<file path="config.mk">
export PLATFORM = sky130hd
export DESIGN_NAME = edge_detector
export DESIGN_NICKNAME = d
export VERILOG_FILES = /design/src/rtl/edge_detector_pkg.sv /design/src/rtl/edge_detector_sync.sv /design/src/rtl/edge_detector.sv
export SDC_FILE = /design/constraint.sdc
export NUM_CORES = 1
export LEC_CHECK = 0
export CAP_MARGIN = 10
export CORE_AREA = 2 2 39 41
export DETAILED_ROUTE_END_ITERATION = 10
export DIE_AREA = 0 0 41 43
export PLACE_DENSITY = 0.69
export SYNTH_ARGS = -nofsm -noshare
export SYNTH_HDL_FRONTEND = slang
export SYNTH_HIERARCHICAL = 1
export SYNTH_SLANG_ARGS = --single-unit
</file>
<file path="constraint.sdc">
create_clock -name clk -period 1.25 [get_ports clk]
set_clock_uncertainty 0.05 [all_clocks]
set_input_delay 0.25 -clock clk [delete_from_list [all_inputs] [get_ports clk]]
set_output_delay 0.25 -clock clk [all_outputs]
set_load 0.03 [all_outputs]
</file>
<file path="src/rtl/edge_detector_pkg.sv">
// Shared definitions for the edge detector: edge-mode encodings, defaults
// and small helpers used by the detector and its delay chain.
package edge_detector_pkg;

    // Selected edge polarity; encodings are fixed and shared with users.
    typedef enum logic [1:0] {
        RISE = 2'd0,
        FALL = 2'd1,
        BOTH = 2'd2
    } edge_mode_e;

    localparam int unsigned DEFAULT_DATA_WIDTH = 8;
    localparam int unsigned MAX_SYNC_STAGES    = 3;

    // Level that trig_prev takes in reset, so that a trigger already sitting
    // at the active level is seen as an edge once reset is released.
    function automatic logic inactive_level(input edge_mode_e mode);
        return (mode == FALL) ? 1'b1 : 1'b0;
    endfunction

    // True when the current/previous trigger samples form an edge of the
    // selected kind.
    function automatic logic edge_seen(input edge_mode_e mode,
                                       input logic       cur,
                                       input logic       prev);
        logic hit;
        hit = 1'b0;
        unique case (mode)
            RISE:    hit = cur & ~prev;
            FALL:    hit = ~cur & prev;
            BOTH:    hit = cur ^ prev;
            default: hit = 1'b0;
        endcase
        return hit;
    endfunction

endpackage

</file>
<file path="src/rtl/edge_detector_sync.sv">
// Parameterised-depth delay chain carrying trigger and payload together so
// they stay cycle-aligned. DEPTH=0 is a plain wire.
module edge_detector_sync
    import edge_detector_pkg::*;
#(
    parameter int unsigned DEPTH = 0,
    parameter int unsigned WIDTH = 1
) (
    input  logic             clk,
    input  logic             rst,
    input  logic [WIDTH-1:0] din,
    output logic [WIDTH-1:0] dout
);

    generate
        if (DEPTH == 0) begin : g_bypass
            logic unused_clk_rst;
            assign unused_clk_rst = clk ^ rst;
            assign dout           = din;
        end else begin : g_chain
            logic [WIDTH-1:0] stage [DEPTH];

            // Shift register; all stages clear on reset.
            always_ff @(posedge clk) begin
                if (rst) begin
                    for (int unsigned i = 0; i < DEPTH; i++) begin
                        stage[i] <= '0;
                    end
                end else begin
                    stage[0] <= din;
                    for (int unsigned i = 1; i < DEPTH; i++) begin
                        stage[i] <= stage[i-1];
                    end
                end
            end

            assign dout = stage[DEPTH-1];
        end
    endgenerate

endmodule

</file>
<file path="src/rtl/edge_detector.sv">
// Edge detector: optionally synchronises trigger (with payload delayed in
// step), detects the selected edge and emits a registered one-cycle pulse
// together with the payload captured at that edge.
module edge_detector
    import edge_detector_pkg::*;
#(
    parameter int unsigned DATA_WIDTH  = DEFAULT_DATA_WIDTH,
    parameter edge_mode_e  EDGE_MODE   = RISE,
    parameter int unsigned SYNC_STAGES = 0
) (
    input  logic                  clk,
    input  logic                  rst,
    input  logic                  trigger,
    input  logic [DATA_WIDTH-1:0] data,
    output logic                  trigger_out,
    output logic [DATA_WIDTH-1:0] data_out
);

    localparam int unsigned CHAIN_W   = DATA_WIDTH + 1;
    localparam logic        PREV_INIT = inactive_level(EDGE_MODE);

    logic [CHAIN_W-1:0]    chain_in;
    logic [CHAIN_W-1:0]    chain_out;
    logic                  trig_s;
    logic [DATA_WIDTH-1:0] data_s;
    logic                  trig_prev;
    logic                  edge_hit;

    // Trigger rides in the MSB so a single chain keeps it aligned with data.
    assign chain_in = {trigger, data};

    edge_detector_sync #(
        .DEPTH (SYNC_STAGES),
        .WIDTH (CHAIN_W)
    ) u_sync (
        .clk  (clk),
        .rst  (rst),
        .din  (chain_in),
        .dout (chain_out)
    );

    assign trig_s = chain_out[DATA_WIDTH];
    assign data_s = chain_out[DATA_WIDTH-1:0];

    // Previous trigger sample; reset to the inactive level of the edge.
    always_ff @(posedge clk) begin
        if (rst) begin
            trig_prev <= PREV_INIT;
        end else begin
            trig_prev <= trig_s;
        end
    end

    // Edge decode for the selected mode.
    always_comb begin
        edge_hit = 1'b0;
        edge_hit = edge_seen(EDGE_MODE, trig_s, trig_prev);
    end

    // Registered pulse and payload capture; payload holds between edges.
    always_ff @(posedge clk) begin
        if (rst) begin
            trigger_out <= 1'b0;
            data_out    <= '0;
        end else begin
            trigger_out <= edge_hit;
            if (edge_hit) begin
                data_out <= data_s;
            end
        end
    end

endmodule

</file>
== After elaboration in Yosys (flattened, before gate mapping) ==
Cells that the tools add are included.

* Bits in registers: 10
* Input port bits: 11
* Output and inout bits: 9
* Logic and storage cells: 5

* Bitwise gates (word level): 2

{| class="wikitable"
|+ Operator list
! cell !! number
|-
| $and 1x1->1 || 1
|-
| $not 1->1 || 1
|}

== Longest topological paths before layout ==
* Depth after elaboration: 2
* Gate-level depth with buffers: 3
* Gate-level depth less buffers: 2

== Modules after synthesis ==
Netlist, hierarchy kept.

{| class="wikitable"
|+ By module, submodules not included
! module !! instances !! cells an instance !! area an instance (um^2) !! sequential area each (um^2)
|-
| edge_detector || 1 || 38 || 409.1 || 200.2
|-
| edge_detector_sync || 1 || 9 || 67.6 || 0.0
|}

== Worst setup path after synthesis ==
Ideal clock, no wire load.

* Kind: reg2reg
* Start point: register trig_prev
* End point: register trigger_out
* Library setup time: 0.114 ns
* Data arrival time: 0.730 ns
* Slack: 0.356 ns
* Cell stages (with the launch flop): 3
* Path buffers: 0
* Period minus slack after synthesis: 0.894 ns
* Path through: dfxtp_1 -> and2b_4 -> and2b_1

* Longest elaborated chain between the ends: 2

{| class="wikitable"
|+ Ends and longest elaborated chain
! item !! line !! text
|-
| start, declared || edge_detector.sv:26 || <nowiki>logic trig_prev;</nowiki>
|-
| start signal, assigned || edge_detector.sv:50 || <nowiki>trig_prev <= trig_s;</nowiki>
|-
| $not 1->1 || edge_detector_pkg.sv:29 || <nowiki>RISE: hit = cur & ~prev;</nowiki>
|-
| $and 1x1->1 || edge_detector_pkg.sv:29 ||
|-
| end signal, assigned || edge_detector.sv:66 || <nowiki>trigger_out <= edge_hit;</nowiki>
|-
| end, declared || edge_detector.sv:15 || <nowiki>output logic trigger_out,</nowiki>
|}

Every way passes these cells.
A chain may end at the register's enable or synchronous reset.

== Worst setup path after layout ==
* Start point: register data_out[5]
* End point: output port data_out[5]

{| class="wikitable"
|+ RTL lines
! item !! line !! text
|-
| start, declared || edge_detector.sv:16 || <nowiki>output logic [DATA_WIDTH-1:0] data_out</nowiki>
|-
| start signal, assigned || edge_detector.sv:68 || <nowiki>data_out <= data_s;</nowiki>
|}

No word-level cell between the ends.

==> impl_results.md <==
- CP startpoint kind: flop
- Layout fillers: 143
- I/O pin count: 20
- Layout area overhead: 33.6%
- Register area share after synthesis: 42.0%
- Placed Instances: 75
- Detailed Route Iter0 Violations: 6
- FF-to-FF End: data_out[7]
- DR vias/cell: 4.60
- Port bufs: 19
- Hold Path Class: flop to flop
- Drt first pass iters: 3
- Syn avg cell area: 10.1 um^2
- Grt met2 use: 15.6%
- Crit Path Class: flop to output pin
- Final non-filler cell total: 78
- Power per Cell Area: between 1000 and 1500 nW/um^2
- CTS tree: yes
- Placer congestion estimate: approximately 0.63
- # diodes: 0
- Vias in the first global route: 359
- CTS resizes: 0
- Setup bufs post-CTS: 0
- Crit end category: output pin
- Max clock buf depth: 2
- Clock Tree Root: clkbuf_4
- Final Cycle Share: 84.0%
- Hold WS: 0.420 ns
- Most frequent cells in the layout: buf_4, dfxtp_1, clkdlybuf4s50_1, nand2b_1, nand4bb_1
- First-pass GRT wire length: 1.38 mm
- Register area: 200 um^2
- Share of post-route cells with drive strength above 1: between 20 and 30%
- # DRC: 0
- Gr usage total: 12.0%
- Max-Cap Viols: 0
- CP peak stage delay: 0.34 ns
- Initial Utilization: 34.4%
- Yosys cell types: 10
- CTS Hold Buffers Added: 0
- ANT nets after route: 0
- Met1 GRT Util: between 10% and 20%
- Status: complete, no violations
- Die ar.: roughly 1800 um^2
- Total grt overflow: 0
- Leak Pwr: 0.249 nW
- Nets@finish: 75
- Hold Path Sink: data_out[4]
- Critical path peak fanout: 2
- Grt peak-use layer: met2
- Cells on worst reg2reg path: 2
- Routed len/inst: 11.2 um
- CP bufs+invs: 1
- RSZ-0062 raised after global routing: false
- # clock sinks: 10
- Yosys warnings: 6
- Die width: 41 um
- Post-Synthesis Cells: 47
- FF-to-FF setup slack: about 0.4 ns
- Vias post-DR: roughly 360
- Worst path required time: 0.95 ns
- Final Hold Viols: 0
- Period minus WS final: 1.05 ns
- Area of the mapped netlist: 477 um^2
- Clock latency on the worst-skew pair: 0.25 ns
- Initial antenna violation count: 0
- Area of the core: roughly 1400 um^2
- Die H: 43 um
- Most common cell after layout, fill and taps aside: buf_4
- CP arrival: 0.75 ns
- Cell breakdown of the critical path: buf_4
- Worst-Margin Slew: roughly 0.13 ns
- Max Freq: 952 MHz
- GR Util met3: ~4.7%
- Crit path max-delay family: flip-flops
- Footprint of the multi-input gates: 204 um^2
- Net Count, Synth: 58
- Hold path depth: 2
- H-tree levels: 1
- Synth Register Bits: 10
- Min-delay src: data_out[4]
- Dpl hpwl: around 600 um
- Clock slew at reported path FFs: around 0.060 ns
- Slew Limit Headroom: about nine tenths
- FP Rows: 14
- Fin. max-slew vios: 0
- Largest net degree at the start of global routing: 19
- Number of buffers created by CTS: 3
- Slowest stage cell, crit path: dfxtp_1
- VDD IR max: ~530 uV
- RR Startpoint: trig_prev
- Routed Wire Length: 872 um
- # setup viols final: 0
-- cells in the mapped netlist --
master | count | area (um^2)
dfxtp_1 | 10 | 200
buf_4 | 9 | 67.6
nand2b_1 | 8 | 50.1
nand4bb_1 | 8 | 90.1
o21ai_0 | 7 | 35.0
and2b_1 | 1 | 7.51
and2b_4 | 1 | 10.0
buf_2 | 1 | 5.00
nor2b_1 | 1 | 6.26
o21ai_1 | 1 | 5.00
-- per-stage QoR --
step,area (um^2),power [mW],setup TNS (ns),setup WS (ns),utilization (%)
floorplan,477,0.447,0,0.356,-
global placement,614,0.501,-0.0600,-0.0172,44.4
detailed placement,614,0.503,-0.313,-0.0486,44.4
CTS,637,0.711,0,0.187,46.0
global route,637,0.735,0,0.162,46.0
finish,637,0.698,0,0.200,46.0
-- worst max path at each step --
stage / from / end / slack (ns) / cells past startpoint
floorplan: trig_prev / trigger_out / 0.36 / 2
global placement: rst / data_out[2] / -0.02 / 4
detailed placement: rst / data_out[5] / -0.05 / 4
CTS: data_out[5] / data_out[5] / 0.19 / 1
global route: data_out[2] / data_out[2] / 0.16 / 1
finish: data_out[5] / data_out[5] / 0.20 / 1
-- routing by layer --
layer  vias to the layer above  wire length [um]  part of all wire [%]
li1                        186                 -                     -
met1                       159               396                    45
met2                        12               394                    45
met3                         2                66                   7.6
met4                         0                15                   1.7
met5                         -                 0                     0
-- cells by family after synthesis --
kind of cell	synth area share, %
AND/OR/NAND/NOR	34.4
flip-flops	42.0
buffers and inverters	15.2
AO/OA/AOI/OAI	8.40
-- final cells by class --
type / instances / share of cell area, %
clock buffers: 3 / 3.54
multi-input cells: 27 / 32.0
flip-flops and latches: 10 / 31.4
well taps: 16 / 3.14
repair buffers: 22 / 29.9
-- state kept, by name (all words and copies together), names as in the netlist --
name and flops:
data_out 8, trig_prev 1, trigger_out 1
-- power breakdown --
group	internal [mW]	leakage, nW	switching [mW]
clock	0.110	0.0138	0.0935
sequential	0.338	0.0824	0.00890
combinational	0.0786	0.153	0.0689
Power figures use the tool's default switching activity.
